$ cat config.mk
export PLATFORM = sky130hd
export DESIGN_NAME = sawtooth_analyzer
export DESIGN_NICKNAME = d
export VERILOG_FILES = /design/src/rtl/saw_pkg.sv /design/src/rtl/saw_period_counter.sv /design/src/rtl/sawtooth_analyzer.sv
export SDC_FILE = /design/constraint.sdc
export NUM_CORES = 1
export LEC_CHECK = 0
export ABC_CLOCK_PERIOD_IN_PS = 4400
export CAP_MARGIN = 20
export CORE_UTILIZATION = 25
export CTS_BUF_LIST = sky130_fd_sc_hd__clkbuf_2 sky130_fd_sc_hd__clkbuf_4 sky130_fd_sc_hd__clkbuf_8
export DETAILED_ROUTE_END_ITERATION = 6
export SYNTH_ARGS = -nofsm -noshare
export SYNTH_HDL_FRONTEND = slang
export SYNTH_SLANG_ARGS = --single-unit
$ cat constraint.sdc
create_clock -name clk -period 4.4 [get_ports clk]
set_input_delay 0.66 -clock clk [delete_from_list [all_inputs] [get_ports clk]]
set_output_delay 0.66 -clock clk [all_outputs]
set_load 0.1 [all_outputs]
$ cat src/rtl/saw_pkg.sv
// Shared types, default widths and the deviation helper for the sawtooth analyzer.
// Optional peak/trough reporting is enabled with SAW_ANALYZER_PEAK_EN.
package saw_pkg;

    typedef enum logic [1:0] {IDLE, ACQ, LOCKED} saw_state_t;

    localparam int SAW_WIDTH    = 16;
    localparam int SAW_PERIOD_W = 20;

    // (diff - cand) taken modulo 2^width, then sign-extended so callers compare against +/-TOL.
    function automatic logic signed [31:0] saw_deviation(input logic [31:0] diff,
                                                         input logic [31:0] cand,
                                                         input int          width);
        logic [31:0] raw;
        raw = diff - cand;
        return $signed(raw << (32 - width)) >>> (32 - width);
    endfunction

endpackage

$ cat src/rtl/saw_period_counter.sv
// Wrap detection, saturating samples-per-period counter and first-wrap tracking.
// Peak/trough capture per period exists only when SAW_ANALYZER_PEAK_EN is defined.
module saw_period_counter
    import saw_pkg::*;
#(
    parameter int WIDTH    = SAW_WIDTH,
    parameter int PERIOD_W = SAW_PERIOD_W
) (
    input  logic                clk,
    input  logic                reset,
    input  logic                sample_valid,
    input  logic                active,
    input  logic [WIDTH-1:0]    sample,
    input  logic [WIDTH-1:0]    prev,
    output logic                wrap_pulse,
    output logic [PERIOD_W-1:0] period_out,
    output logic                period_valid
`ifdef SAW_ANALYZER_PEAK_EN
    ,
    output logic [WIDTH-1:0]    peak_out,
    output logic [WIDTH-1:0]    trough_out
`endif
);

    localparam logic [PERIOD_W-1:0] COUNT_MAX = '1;

    logic                wrap;
    logic [PERIOD_W-1:0] count;
    logic                first_wrap_seen;

    assign wrap = sample_valid && active && (sample < prev);

    // The first wrap after reset only restarts the count; a period is known from the second on.
    always_ff @(posedge clk or posedge reset) begin
        if (reset) begin
            wrap_pulse      <= 1'b0;
            period_out      <= '0;
            period_valid    <= 1'b0;
            count           <= '0;
            first_wrap_seen <= 1'b0;
        end else begin
            wrap_pulse   <= wrap;
            period_valid <= 1'b0;
            if (wrap) begin
                if (first_wrap_seen) begin
                    period_out   <= count;
                    period_valid <= 1'b1;
                end
                count           <= PERIOD_W'(1);
                first_wrap_seen <= 1'b1;
            end else if (sample_valid && count != COUNT_MAX) begin
                count <= count + PERIOD_W'(1);
            end
        end
    end

`ifdef SAW_ANALYZER_PEAK_EN
    logic [WIDTH-1:0] run_max;
    logic [WIDTH-1:0] run_min;

    // Extremes of the closing period are published on a wrap; the wrap sample opens the next one.
    always_ff @(posedge clk or posedge reset) begin
        if (reset) begin
            run_max    <= '0;
            run_min    <= '0;
            peak_out   <= '0;
            trough_out <= '0;
        end else if (wrap) begin
            if (first_wrap_seen) begin
                peak_out   <= run_max;
                trough_out <= run_min;
            end
            run_max <= sample;
            run_min <= sample;
        end else if (sample_valid) begin
            if (sample > run_max) run_max <= sample;
            if (sample < run_min) run_min <= sample;
        end
    end
`endif

endmodule

$ cat src/rtl/sawtooth_analyzer.sv
// Recovers step and wrap period from a sawtooth sample stream and tracks lock.
// Define SAW_ANALYZER_PEAK_EN to add peak_out/trough_out per-period extremes.
module sawtooth_analyzer
    import saw_pkg::*;
#(
    parameter int WIDTH      = SAW_WIDTH,
    parameter int PERIOD_W   = SAW_PERIOD_W,
    parameter int LOCK_COUNT = 4,
    parameter int TOL        = 1
) (
    input  logic                clk,
    input  logic                reset,
    input  logic                sample_valid,
    input  logic [WIDTH-1:0]    sample,
    output logic [WIDTH-1:0]    step_out,
    output logic                step_valid,
    output logic                locked,
    output logic [PERIOD_W-1:0] period_out,
    output logic                period_valid,
    output logic                wrap_pulse,
    output logic                err_pulse
`ifdef SAW_ANALYZER_PEAK_EN
    ,
    output logic [WIDTH-1:0]    peak_out,
    output logic [WIDTH-1:0]    trough_out
`endif
);

    localparam int CW = $clog2(LOCK_COUNT + 1);

    saw_state_t        state, state_next;
    logic [WIDTH-1:0]  prev;
    logic [WIDTH-1:0]  cand, cand_next;
    logic [WIDTH-1:0]  step_next;
    logic [WIDTH-1:0]  diff;
    logic [CW-1:0]     consec, consec_next;
    logic              step_valid_next;
    logic              err_next;
    logic              consistent;
    logic signed [31:0] dev;

    // Modular subtraction keeps diff equal to the step even across a wrap.
    assign diff       = sample - prev;
    assign dev        = saw_deviation(32'(diff), 32'(cand), WIDTH);
    assign consistent = (dev >= -TOL) && (dev <= TOL);

    // consec == 0 marks the first diff after IDLE, which always seeds the candidate.
    always_comb begin
        state_next      = state;
        cand_next       = cand;
        consec_next     = consec;
        step_next       = step_out;
        step_valid_next = 1'b0;
        err_next        = 1'b0;
        if (sample_valid) begin
            case (state)
                IDLE: state_next = ACQ;
                ACQ: begin
                    if (consec == '0 || !consistent) begin
                        cand_next   = diff;
                        consec_next = CW'(1);
                    end else begin
                        consec_next = consec + CW'(1);
                        if (consec_next == CW'(LOCK_COUNT)) begin
                            state_next      = LOCKED;
                            step_next       = cand;
                            step_valid_next = 1'b1;
                        end
                    end
                end
                LOCKED: begin
                    if (!consistent) begin
                        err_next    = 1'b1;
                        state_next  = ACQ;
                        cand_next   = diff;
                        consec_next = CW'(1);
                    end
                end
                default: state_next = IDLE;
            endcase
        end
    end

    always_ff @(posedge clk or posedge reset) begin
        if (reset) begin
            state      <= IDLE;
            prev       <= '0;
            cand       <= '0;
            consec     <= '0;
            step_out   <= '0;
            step_valid <= 1'b0;
            err_pulse  <= 1'b0;
            locked     <= 1'b0;
        end else begin
            state      <= state_next;
            cand       <= cand_next;
            consec     <= consec_next;
            step_out   <= step_next;
            step_valid <= step_valid_next;
            err_pulse  <= err_next;
            locked     <= (state_next == LOCKED);
            if (sample_valid) prev <= sample;
        end
    end

    saw_period_counter #(
        .WIDTH    (WIDTH),
        .PERIOD_W (PERIOD_W)
    ) u_period (
        .clk          (clk),
        .reset        (reset),
        .sample_valid (sample_valid),
        .active       (state != IDLE),
        .sample       (sample),
        .prev         (prev),
        .wrap_pulse   (wrap_pulse),
        .period_out   (period_out),
        .period_valid (period_valid)
`ifdef SAW_ANALYZER_PEAK_EN
        ,
        .peak_out     (peak_out),
        .trough_out   (trough_out)
`endif
    );

endmodule

After elaboration in Yosys (flattened, before gate mapping)

Cells that the tools add are included.

Bits of input ports: 19
Register bits: 99

Add/subtract/negate cells: 4
Muxes and demuxes: 22
Order comparisons: 3
Bitwise logic cells: 1
Reduce and logical (&&, ||, !) cells: 15
Equality and inequality tests: 7

Operators by type and width:

| cell                  | count |
|---|---|
| $mux 20               | 2 |
| $mux 16               | 2 |
| $pmux 16 s2           | 1 |
| $sub 16x16->16        | 2 |
| $add 20x1->20 const B | 1 |
| $ne 20x20->1 const B  | 1 |
| $ge 16x1->1 const B   | 1 |
| $le 16x2->1 const B   | 1 |
| $lt 16x16->1          | 1 |
| $mux 1                | 9 |
| $mux 2                | 4 |
| $reduce_and 4->1      | 2 |
| $mux 3                | 2 |
| $pmux 2 s3            | 1 |
| $pmux 3 s2            | 1 |
| $reduce_bool 2->1     | 3 |
| $eq 2x2->1 const B    | 2 |
| $logic_and 1x1->1     | 4 |
| $ne 2x2->1 const B    | 2 |
| $add 3x1->3 const B   | 1 |
| $eq 3x3->1 const B    | 1 |
| $logic_not 3->1       | 1 |
| $reduce_and 3->1      | 1 |
| $eq 2x1->1 const B    | 1 |
| 5 further kinds       | 5 |

Longest topological paths before layout

Gate-level depths: netlist (run 1).

Word-level depth: 10
Mapped depth: 25
Depth with buffers taken out: 24

Modules after synthesis

A second synthesis (run 1) with hierarchy kept.

Cells, all modules: 682
Area, all modules: 6616.3 sq um

By module, submodules not included:

| module             | area an instance (sq um) | times used | cells an instance |
|---|---|---|---|
| sawtooth_analyzer  | 4322.9                   | 1          | 463 |
| saw_period_counter | 2293.4                   | 1          | 219 |

Worst setup path before layout (run 1)

OpenSTA, ideal clock, no wires.

Kind: in2reg
From: input sample[0]
To: register cand[2]
Setup time: 0.125 ns
Buffers on the path: 2
Data required time: 4.275 ns
Stages on the path: 24
Setup slack: -0.844 ns
Data arrival time: 5.119 ns
Cells stage by stage: inv_1 ha_1 inv_1 fa_1 a21o_1 a21oi_1 o21bai_1 a21oi_1 o21ai_1 a221oi_1 xnor2_1 ha_1 inv_1 o21bai_2 nor3_1 nand3_1 and3_1 a211o_1 and2_4 buf_6 mux2_4 o21ai_4 buf_12 mux2_4

Word-level cells in the longest chain between the ends: 8
Elaborated cells on any way between the ends: 13

Ends and longest elaborated chain:

| element                                    | RTL line                | text |
|---|---|---|
| from (decl)                                | sawtooth_analyzer.sv:14 | `input logic [WIDTH-1:0] sample,` |
| $sub 16x16->16 *                           | sawtooth_analyzer.sv:43 | `assign diff = sample - prev;` |
| via diff[12]                               | sawtooth_analyzer.sv:35 | `logic [WIDTH-1:0] diff;` |
| $sub 16x16->16 *                           | saw_pkg.sv:15           | `raw = diff - cand;` |
| $ge 16x1->1 or $le 16x2->1 (tied branches) | sawtooth_analyzer.sv:45 | `assign consistent = (dev >= -TOL) && (dev <= TOL);` |
| $logic_and 1x1->1 *                        | sawtooth_analyzer.sv:45 |  |
| $logic_not 1->1                            | -                       |  |
| $logic_or 1x1->1                           | sawtooth_analyzer.sv:59 | `if (consec == '0 \|\| !consistent) begin` |
| $ne 2x2->1 (no source line)                | -                       |  |
| $reduce_and 4->1 (no source line) *        | -                       |  |
| to (signal assigned)                       | sawtooth_analyzer.sv:96 | `cand <= cand_next;` |
| to (decl)                                  | sawtooth_analyzer.sv:33 | `logic [WIDTH-1:0] cand, cand_next;` |

The timed path passes the listed nets; every way through them passes the cells marked *. The select of a mux whose other input is x is not followed.
A chain may end at the register's enable or synchronous reset.

Worst setup path after layout (run 1)

From: register prev[0]
To: register cand[7]

Word-level cells in the longest chain between the ends: 8
Elaborated cells on any way between the ends: 13

Ends and longest elaborated chain:

| element                                    | RTL line                 | text |
|---|---|---|
| from (decl)                                | sawtooth_analyzer.sv:32  | `logic [WIDTH-1:0] prev;` |
| from (signal assigned)                     | sawtooth_analyzer.sv:102 | `if (sample_valid) prev <= sample;` |
| $sub 16x16->16 *                           | sawtooth_analyzer.sv:43  |  |
| via diff[12]                               | sawtooth_analyzer.sv:35  |  |
| $sub 16x16->16 *                           | saw_pkg.sv:15            |  |
| $ge 16x1->1 or $le 16x2->1 (tied branches) | sawtooth_analyzer.sv:45  |  |
| $logic_and 1x1->1 *                        | sawtooth_analyzer.sv:45  |  |
| $logic_not 1->1                            | -                        |  |
| $logic_or 1x1->1                           | sawtooth_analyzer.sv:59  |  |
| $ne 2x2->1 (no source line)                | -                        |  |
| $reduce_and 4->1 (no source line) *        | -                        |  |

Marks and branches as above.

==> run summary, run 1 <==
Commonest cells after routing, fill and taps aside: buf_4, dfrtp_1, clkdlybuf4s50_1
DR vias: 4971
Tcrit/Tclk final: 1.10
Endpoints failing setup: 39
Seq/Total Area, Yosys: 0.409
Slew headroom: 0.321
Main combinational cell family by area after synthesis: simple AND/OR/NAND/NOR gates
CP Data Arrival Time: 5130 ps
Largest net degree at the start of global routing: 48
Final min period: 4850 ps
Pwr Total: 4.55 mW
Pleak: 4.01 nW
CTS tree: done
Worst VDD drop: 0.000221 V
Syn Area/Cell: 10.2 um^2
Filler instances: 2371
Layout cell share with drive strength beyond 1: 0.341
Max Fclk: 206 MHz
Share of the synthesized area in the top cell type: 0.409
Post-synthesis mux area share: 0.117
First-pass GRT wire length: 24600 um
Post-synthesis register bit count: 99
# IOs: 60
Drt wl/cell: 13.3 um
Antenna Diode Count: 0
Clk_lat worst skew: 400 ps
Global route overflow: 0
Simple-gate share of the synthesized area: 0.156
Yosys cell types: 75
HPWL after detailed placement: 11000 um
Drt first pass iters: 4
Max-cap violations: 0
Pwr per Cell Area: 527 nW/um^2
Status: finished, violations left
Starting Density: 0.257
Area grow syn2layout: 42.5%
# rows: 56
Placement Cell Area: 7950 um^2
WP data required: 4680 ps
Initial antenna violation count: 0
Synth Area in XOR/XNOR: 0.0562
Post-Layout Inst Area: 8640 um^2
RePlAce Congestion: 0.815
Global-route usage over all layers: 0.125
Main synth FF type: dfrtp_1
Worst-path maximum fanout: 8
Clk root buf: clkbuf_8
Area of the core: 23600 um^2
Synth Area in Compound Gates: 0.139
Post-layout worst setup margin: -449 ps
Final TNS setup: -14840 ps
HP Class: reg2reg
Die footprint: 24900 um^2
Die width: 158 um
Cell Area, Synth: 6060 um^2
Syn. warnings: 0
Vias in the first global route: 4987
IO buf count: 59
Least-Margin Pin Slew: 1020 ps
Post-route insts no fill: 1107
RSZ-0062 raised after global routing: yes
Clock tree buffer depth: 2
Final Skew: 17.6 ps
Class of the most critical setup path: reg2reg
Mapped Nets: 652
EDFF count, synth: 0
DRC errors left: 0
Clock-pin slew on the worst setup and hold paths: 120 ps
CTS H-Tree Depth: 3
Synth top area cells: dfrtp_1, ha_1, mux2_2
Cts-stage hold buffer count: 0
Failing checks: negative setup slack
Drt via density: 4.49
CP max stage cell: dfrtp_1
Final wirelength: 14700 um
Clk sinks: 99
Nets: 839
CTS buffer count: 9
Worst setup SP type: flop
Post-synthesis instance total: 596
Placed insts: 1070
Adder-Cell Fraction of Synth Area: 0.0789
DIE HEIGHT: 158 um
Commonest non-fill, non-tap cell in the layout: buf_4
Largest area contributor in the netlist: dfrtp_1
Hold Vio Cnt, Final: 0
Max stage delay on crit path: 420 ps
Crit path capture type: flop
Critical-path cell list: ha_4 > inv_2 > fa_2 > a21o_1 > a21oi_2 > o21bai_1 > a21oi_2 > o21ai_4 > a221oi_2 > xnor2_1 > ha_2 > buf_6 > nand2b_4 > o21ai_1 > a311oi_2 > o311ai_4 > nand2b_4 > or4_4 > o211ai_4 > o21ai_4 > buf_12 > mux2_4
Final slew viol count: 0
Post-Route Utilization: 0.366
Antenna-violating nets left: 0
Synth async-reset ratio: 1.00
Initial drt markers: 197
routing by layer:
metal | routed length, um | up-vias | global-route usage
met5 | 0 | - | 0
met3 | 401 | 14 | 0.0230
met2 | 6960 | 69 | 0.207
met4 | 180 | 0 | 0.0328
met1 | 7180 | 2395 | 0.166
li1 | - | 2493 | -
critical path, delay by kind of cell (launching register included):
kind / cells / cell delay, ps
compound gates: 11 / 1990
fa+ha+maj: 3 / 840
simple gates: 3 / 670
xor+xnor: 1 / 180
buf+inv: 3 / 340
mux: 1 / 290
flops: 1 / 420
kinds of logic (layout without fill, tap and decap cells):
group | after synthesis | count (layout)
mux | 57 | 57
simple gates | 180 | 180
buf+inv | 61 | 253
flops | 99 | 99
fa+ha+maj | 37 | 37
xor+xnor | 38 | 38
compound gates | 124 | 124
path summary, 6_finish.rpt:
check | start | end | slack [ps] | cells past startpoint
max | prev[0] | cand[7] | -450 | 22
min | u_period.first_wrap_seen | u_period.first_wrap_seen | 490 | 1
max reg2reg | prev[0] | cand[7] | -450 | 22
min reg2reg | u_period.first_wrap_seen | u_period.first_wrap_seen | 490 | 1
max in group asynchronous | reset | prev[3] | 2850 | 3
min in group asynchronous | reset | locked | 690 | 2
power breakdown:
group / internal (mW) / leakage [nW] / total, mW / switching, mW
registers: 1.00 / 1.29 / 1.09 / 0.0903
clock network: 0.234 / 0.106 / 0.629 / 0.395
logic: 1.40 / 2.62 / 2.83 / 1.42
cell type report:
class | instances | area [um^2] | area share
Clock inverter | 7 | 91.3 | 0.0106
Clock buffer | 9 | 124 | 0.0143
Tap cell | 319 | 399 | 0.0462
Multi-Input combinational cell | 436 | 3720 | 0.430
Sequential cell | 99 | 2480 | 0.287
Timing Repair Buffer | 190 | 1640 | 0.189
Inverter | 47 | 194 | 0.0224
registers in the layout, indices dropped and copies added (netlist names):
signal / cells
locked: 1
u_period.wrap_pulse: 1
u_period.count: 20
prev: 16
err_pulse: 1
u_period.period_valid: 1
state: 2
u_period.first_wrap_seen: 1
u_period.period_out: 20
step_valid: 1
cand: 16
consec: 3
step_out: 16
synth_stat cells (all sizes together) (2+ instances only):
| cell | number |
|---|---|
| a2111oi | 2 |
| a211o | 3 |
| a21o | 12 |
| a21oi | 30 |
| a311oi | 3 |
| a31oi | 2 |
| and2 | 5 |
| and3 | 7 |
| and3b | 2 |
| buf | 5 |
| clkbuf | 9 |
| clkinv | 2 |
| dfrtp | 99 |
| fa | 2 |
| ha | 35 |
| inv | 45 |
| mux2 | 52 |
| mux2i | 5 |
| nand2 | 43 |
| nand2b | 9 |
| nand3 | 18 |
| nand4 | 8 |
| nand4b | 2 |
| nor2 | 41 |
| nor2b | 7 |
| nor3 | 12 |
| nor3b | 3 |
| nor4 | 4 |
| nor4b | 4 |
| o211ai | 6 |
| o21a | 3 |
| o21ai | 40 |
| o21bai | 3 |
| o221ai | 2 |
| o311ai | 2 |
| or2 | 3 |
| or3 | 8 |
| xnor2 | 15 |
| xor2 | 23 |
metrics by stage:
step / hold slack (ps) / worst slack [ps]
after global routing: 503 / -695
after detailed placement: 458 / -1420
after CTS: 486 / -371
final: 489 / -449
after global placement: 452 / -1320
after floorplan: 439 / -523
what timing repair did:
action,CTS,global route
setup buffers,16,5
pin swaps,44,24
endpoints found under the setup margin,40,40
gates resized for setup,47,27
endpoints found under the hold margin,0,0
No activity file was read; power rests on OpenSTA's default activity.
==> inputs of run 2 (changes only) <==
--- a/config.mk
+++ b/config.mk
@@ -5,7 +5,7 @@
 export SDC_FILE = /design/constraint.sdc
 export NUM_CORES = 1
 export LEC_CHECK = 0
-export ABC_CLOCK_PERIOD_IN_PS = 4400
+export ABC_CLOCK_PERIOD_IN_PS = 4450
 export CAP_MARGIN = 20
 export CORE_UTILIZATION = 25
 export CTS_BUF_LIST = sky130_fd_sc_hd__clkbuf_2 sky130_fd_sc_hd__clkbuf_4 sky130_fd_sc_hd__clkbuf_8
==> constraint.sdc (replaced) <==
create_clock -name clk -period 4.45 [get_ports clk]
set_input_delay 0.6675 -clock clk [delete_from_list [all_inputs] [get_ports clk]]
set_output_delay 0.6675 -clock clk [all_outputs]
set_load 0.1 [all_outputs]
==> run summary, run 2 (synthesized netlist as in run 1, its figures left out) <==
Final TNS setup: -10200 ps (was -14840 ps)
Placement Cell Area: 7950 um^2 (about the same)
DIE HEIGHT: 158 um (unchanged)
CTS tree: done (unchanged)
Final min period: 4760 ps
Clk root buf: clkbuf_8 (unchanged)
Layout cell share with drive strength beyond 1: 0.341 (about the same)
Post-route insts no fill: 1109 (was 1107)
RSZ-0062 raised after global routing: yes (unchanged)
# rows: 56 (unchanged)
Post-layout worst setup margin: -311 ps (was -449 ps)
Crit path capture type: flop (unchanged)
Filler instances: 2390 (was 2371)
CTS H-Tree Depth: 3 (unchanged)
Delay-heaviest family, CP: compound AO/OA/AOI/OAI gates (unchanged)
Placed insts: 1069 (was 1070)
Footprint of the multi-input gates: 3690 um^2 (was 3720 um^2)
DRC errors left: 0 (unchanged)
CP Data Arrival Time: 5040 ps (was 5130 ps)
Antenna-violating nets left: 0 (unchanged)
RePlAce Congestion: 0.814 (was 0.815)
Failing checks: negative setup slack (unchanged)
IO buf count: 59 (unchanged)
Drt wl/cell: 13.1 um (was 13.3 um)
Drt first pass iters: 4 (unchanged)
Tcrit/Tclk final: 1.07
Status: finished, violations left (unchanged)
Commonest cells after routing, fill and taps aside: buf_4, dfrtp_1, clkdlybuf4s50_1 (unchanged)
Class of the most critical setup path: in2reg (was reg2reg)
Hold Vio Cnt, Final: 0 (unchanged)
Max Fclk: 210 MHz
Clk sinks: 99 (unchanged)
Clk_lat worst skew: 390 ps (was 400 ps)
Setup WS pre-CTS: -1370 ps (was -1420 ps)
Largest net degree at the start of global routing: 41 (was 48)
Clock-pin slew on the worst setup and hold paths: 110 ps (was 120 ps)
Critical-path cell list: clkdlybuf4s50_1 > ha_1 > o21a_1 > nor2_1 > a21oi_2 > a31oi_2 > a21oi_2 > a21o_1 > a21oi_1 > xnor2_1 > ha_1 > buf_4 > o21ai_0 > nand2b_1 > and3_4 > a211o_1 > and2_4 > mux2_4 > o21ai_4 > buf_12 > mux2_4 (was ha_4 > inv_2 > fa_2 > a21o_1 > a21oi_2 > o21bai_1 > a21oi_2 > o21ai_4 > a221oi_2 > xnor2_1 > ha_2 > buf_6 > nand2b_4 > o21ai_1 > a311oi_2 > o311ai_4 > nand2b_4 > or4_4 > o211ai_4 > o21ai_4 > buf_12 > mux2_4)
Bufs and invs on worst path: 3 (unchanged)
Initial antenna violation count: 0 (unchanged)
Worst setup SP type: input port (was flop)
WP data required: 4730 ps (was 4680 ps)
Regs by FF count: u_period.count (20), u_period.period_out (20) (unchanged)
CP max stage cell: clkdlybuf4s50_1 (was dfrtp_1)
# IOs: 60 (unchanged)
Pleak: 4.00 nW (was 4.01 nW)
Final slew viol count: 0 (unchanged)
HP Class: reg2reg (unchanged)
Final Skew: 19.2 ps (was 17.6 ps)
First-pass GRT wire length: 24200 um (was 24600 um)
Die footprint: 24900 um^2 (unchanged)
Drt via density: 4.43 (was 4.49)
Area of the core: 23600 um^2 (unchanged)
Global-route usage over all layers: 0.122 (was 0.125)
Post-Layout Inst Area: 8610 um^2 (was 8640 um^2)
Nets: 841 (was 839)
Register area: 2480 um^2 (unchanged)
Max stage delay on crit path: 440 ps (was 420 ps)
Starting Density: 0.257 (unchanged)
Least-Margin Pin Slew: 1010 ps (was 1020 ps)
Cts-stage hold buffer count: 0 (unchanged)
Endpoints failing setup: 39 (unchanged)
Max-cap violations: 0 (unchanged)
Vias in the first global route: 4825 (was 4987)
Commonest non-fill, non-tap cell in the layout: buf_4 (unchanged)
Slew headroom: 0.322 (was 0.321)
Clock tree buffer depth: 2 (unchanged)
Antenna Diode Count: 0 (unchanged)
Pwr per Cell Area: 527 nW/um^2 (about the same)
Final wirelength: 14600 um (was 14700 um)
DR vias: 4918 (was 4971)
Area grow syn2layout: 42.1% (was 42.5%)
Global route overflow: 0 (unchanged)
Worst-path maximum fanout: 8 (unchanged)
Die width: 158 um (unchanged)
Worst VDD drop: 0.000258 V (was 0.000221 V)
CTS buffer count: 9 (unchanged)
HPWL after detailed placement: 10900 um (was 11000 um)
Initial drt markers: 215 (was 197)
-- run 2: changes by cell type in the layout (fill, tap and decap cells not counted), moves of 2 or more --
| cell | change |
|---|---|
| nand3_1 | +2 |
| inv_8 | +2 |
| inv_6 | -3 |
| a21oi_2 | +2 |
| clkinv_4 | +2 |
| buf_4 | +3 |
-- run 2: cell type report --
type                       instances  share of cell area
multi-input combinational        436               0.429
sequential                        99               0.288
timing repair buffer             192               0.191
tap                              319              0.0464
inverter                          47              0.0222
clock buffer                       9              0.0144
clock inverter                     7             0.00930
-- run 2: worst reg2reg max path, stage by stage, from the launching register on --
cell and delay [ps]:
dfrtp_1 400, ha_4 150, inv_2 30, fa_2 330, a21o_1 190, a21oi_2 150, o21bai_1 90, a21oi_2 180
o21ai_2 120, a221oi_2 290, xnor2_1 140, ha_2 390, nand3_2 140, nor4_2 230, o21ai_1 140, nand3_1 140
and3_4 190, o211ai_1 110, and2_4 180, mux2_4 330, o21ai_4 210, buf_12 180, mux2_4 300
-- run 2: metrics by stage --
stage	total power [mW]	hold WS, ps	utilization
5_1_grt	4.85	525	0.365
3_3_place_gp	3.49	451	0.337
2_1_floorplan	2.54	439	-
3_5_place_dp	3.50	470	0.337
6_report	4.54	498	0.365
4_1_cts	4.45	497	0.361
-- run 2: worst paths after layout --
kind	startpoint	to	slack, ps	cells after the start
max	sample[5]	cand[10]	-310	21
min	u_period.first_wrap_seen	u_period.first_wrap_seen	500	1
max reg2reg	prev[0]	cand[10]	-280	22
min reg2reg	u_period.first_wrap_seen	u_period.first_wrap_seen	500	1
max in group asynchronous	reset	prev[6]	2930	3
min in group asynchronous	reset	cand[15]	650	2
-- run 2: layer usage --
layer,track usage,vias up,wire [um]
met5,0,-,0
met4,0.0296,0,144
met3,0.0257,11,447
met2,0.202,56,6740
met1,0.162,2355,7220
li1,-,2496,-
-- run 2: timing repair --
| action | 4_1_cts | 5_1_grt |
|---|---|---|
| setup buffers | 18 | 6 |
| endpoints found under the setup margin | 40 | 40 |
| gates resized for setup | 55 | 12 |
| pin swaps | 46 | 19 |
-- run 2: power by group --
group          internal (mW)  switching (mW)  leakage, nW
logic                   1.44            1.41         2.62
registers              0.993          0.0896         1.29
clock network          0.223           0.375       0.0990
==> inputs of run 3 (changes only) <==
--- a/config.mk
+++ b/config.mk
@@ -7,6 +7,7 @@
 export LEC_CHECK = 0
 export ABC_CLOCK_PERIOD_IN_PS = 4450
 export CAP_MARGIN = 20
+export CORE_MARGIN = 2
 export CORE_UTILIZATION = 25
 export CTS_BUF_LIST = sky130_fd_sc_hd__clkbuf_2 sky130_fd_sc_hd__clkbuf_4 sky130_fd_sc_hd__clkbuf_8
 export DETAILED_ROUTE_END_ITERATION = 6
==> run summary, run 3 (synthesized netlist as in run 1, its figures left out) <==
Status: finished, violations left (unchanged)
Failing checks: negative setup slack (unchanged)
Layout cell share with drive strength beyond 1: 0.339 (was 0.341)
Regs by FF count: u_period.count (20), u_period.period_out (20) (unchanged)
# rows: 56 (unchanged)
Final TNS setup: -14440 ps (was -10200 ps)
CTS buffer count: 9 (unchanged)
Crit path capture type: flop (unchanged)
Hold_ws: 482 ps (was 498 ps)
Class of the most critical setup path: in2reg (unchanged)
Post-layout worst setup margin: -475 ps (was -311 ps)
Worst setup SP type: input port (unchanged)
Worst VDD drop: 0.000276 V (was 0.000258 V)
Drt via density: 4.50 (was 4.43)
DR vias: 4990 (was 4918)
CP dominant cell by count: a21o_1
Largest net degree at the start of global routing: 75 (was 41)
Least-Margin Pin Slew: 1030 ps (was 1010 ps)
Max Fclk: 203 MHz (was 210 MHz)
HP Class: reg2reg (unchanged)
Initial drt markers: 192 (was 215)
First-pass GRT wire length: 25100 um (was 24200 um)
Max-cap violations: 0 (unchanged)
Final min period: 4920 ps (was 4760 ps)
Die width: 160 um (was 158 um)
Clock tree buffer depth: 2 (unchanged)
Critical-path cell list: clkdlybuf4s50_1 > ha_1 > o21ai_0 > a21o_1 > a21oi_2 > a31oi_2 > nor2b_2 > xnor2_2 > ha_1 > a21o_1 > a21o_1 > a311oi_2 > o311ai_4 > buf_4 > or3_4 > nor3_4 > or4b_4 > a2111oi_4 (was clkdlybuf4s50_1 > ha_1 > o21a_1 > nor2_1 > a21oi_2 > a31oi_2 > a21oi_2 > a21o_1 > a21oi_1 > xnor2_1 > ha_1 > buf_4 > o21ai_0 > nand2b_1 > and3_4 > a211o_1 > and2_4 > mux2_4 > o21ai_4 > buf_12 > mux2_4)
Final Skew: 15.6 ps (was 19.2 ps)
HPWL after detailed placement: 10800 um (was 10900 um)
Placed insts: 1063 (was 1069)
CTS H-Tree Depth: 3 (unchanged)
Clk_lat worst skew: 400 ps (was 390 ps)
Pwr per Cell Area: 521 nW/um^2 (was 527 nW/um^2)
Antenna Diode Count: 0 (unchanged)
Drt first pass iters: 6 (was 4)
RePlAce Congestion: 0.790 (was 0.814)
Starting Density: 0.257 (unchanged)
Nets: 841 (unchanged)
Die footprint: 25500 um^2 (was 24900 um^2)
Post-route insts no fill: 1109 (unchanged)
Final slew viol count: 0 (unchanged)
Global route overflow: 0 (unchanged)
Max stage delay on crit path: 500 ps (was 440 ps)
Slew headroom: 0.309 (was 0.322)
# IOs: 60 (unchanged)
Area grow syn2layout: 42.9% (was 42.1%)
CP Data Arrival Time: 5230 ps (was 5040 ps)
Pleak: 4.04 nW (was 4.00 nW)
Filler instances: 2375 (was 2390)
Commonest non-fill, non-tap cell in the layout: buf_4 (unchanged)
Sw frac: 0.414 (about the same)
Final wirelength: 14800 um (was 14600 um)
Drt wl/cell: 13.4 um (was 13.1 um)
Endpoints failing setup: 40 (was 39)
Delay-heaviest family, CP: compound AO/OA/AOI/OAI gates (unchanged)
Antenna-violating nets left: 0 (unchanged)
CTS tree: done (unchanged)
DRC errors left: 0 (unchanged)
Number of cells on the worst reg-to-reg path: 21 (was 22)
Tcrit/Tclk final: 1.11 (was 1.07)
Worst-path maximum fanout: 3 (was 8)
Clock-pin slew on the worst setup and hold paths: 110 ps (about the same)
IO buf count: 59 (unchanged)
Pwr Total: 4.51 mW (was 4.54 mW)
Placement Cell Area: 7880 um^2 (was 7950 um^2)
Setup WS pre-CTS: -1330 ps (was -1370 ps)
Crit path depth: 18 (was 21)
Clk root buf: clkbuf_8 (unchanged)
Post-Route Utilization: 0.367 (was 0.365)
Initial antenna violation count: 0 (unchanged)
Comb power frac: 0.623 (was 0.630)
Hold Vio Cnt, Final: 0 (unchanged)
Commonest cells after routing, fill and taps aside: buf_4, dfrtp_1, clkdlybuf4s50_1 (unchanged)
R2R Setup Slk: -450 ps (was -280 ps)
Post-Layout Inst Area: 8660 um^2 (was 8610 um^2)
DIE HEIGHT: 160 um (was 158 um)
Clock power frac: 0.137 (was 0.132)
WP data required: 4750 ps (was 4730 ps)
Hold path depth: 1 (unchanged)
Sw power: 1.87 mW (was 1.88 mW)
RSZ-0062 raised after global routing: yes (unchanged)
CP max stage cell: or4b_4 (was clkdlybuf4s50_1)
Reg power frac: 0.240 (was 0.239)
Vias in the first global route: 4957 (was 4825)
Global-route usage over all layers: 0.120 (was 0.122)
Bufs and invs on worst path: 2 (was 3)
Internal: 2.64 mW (was 2.66 mW)
Area of the core: 23600 um^2 (unchanged)
Clk sinks: 99 (unchanged)
## run 3: cell type report
| class | instances | area [um^2] | area share |
|---|---|---|---|
| clock buffer | 9 | 124 | 0.0143 |
| clock inverter | 7 | 93.8 | 0.0108 |
| inverter | 47 | 194 | 0.0224 |
| multi-input combinational | 436 | 3700 | 0.427 |
| sequential | 99 | 2480 | 0.286 |
| tap | 319 | 399 | 0.0461 |
| timing repair buffer | 192 | 1670 | 0.193 |
## run 3: worst paths after layout
path | startpoint | endpoint
max | sample[4] | step_valid
min in group asynchronous | reset | u_period.period_out[13]
max reg2reg | prev[0] | step_valid
min reg2reg | u_period.first_wrap_seen | u_period.first_wrap_seen
max in group asynchronous | reset | prev[9]
min | u_period.first_wrap_seen | u_period.first_wrap_seen
## run 3: worst reg2reg max path: stages, from the launching register on
cell and delay (ps):
dfrtp_1 400, ha_4 140, inv_2 30, fa_2 330
a21o_1 180, a21oi_2 130, o21bai_1 100, a21oi_2 210
o21ai_4 100, a221oi_2 280, xnor2_1 140, ha_1 380
nand2b_1 140, buf_4 130, a2111oi_4 30, a311oi_2 360
o311ai_4 170, buf_4 160, or3_4 340, nor3_4 200
or4b_4 500, a2111oi_4 350
## run 3: per-layer routing
metal | track usage | part of all wire | vias up
li1 | - | - | 2498
met1 | 0.164 | 0.49 | 2416
met2 | 0.196 | 0.47 | 66
met3 | 0.0239 | 0.026 | 10
met4 | 0.0298 | 0.0092 | 0
met5 | 0 | 0 | -
## run 3: repair_timing
item                                    CTS  global route
hold buffers                              0             0
resized for setup                        49            22
buffers inserted                         18            11
endpoints found under the setup margin   40            40
pin swaps                                42            23
cloned                                    1             0
## run 3: power by group through the flow
stage | sequential [mW] | combinational [mW] | clock [mW]
final | 1.08 | 2.81 | 0.618
after global routing | 1.10 | 3.06 | 0.685
after CTS | 1.08 | 2.61 | 0.648
after detailed placement | 1.10 | 2.37 | 0
after global placement | 1.10 | 2.35 | 0
after floorplan | 1.19 | 1.35 | 0
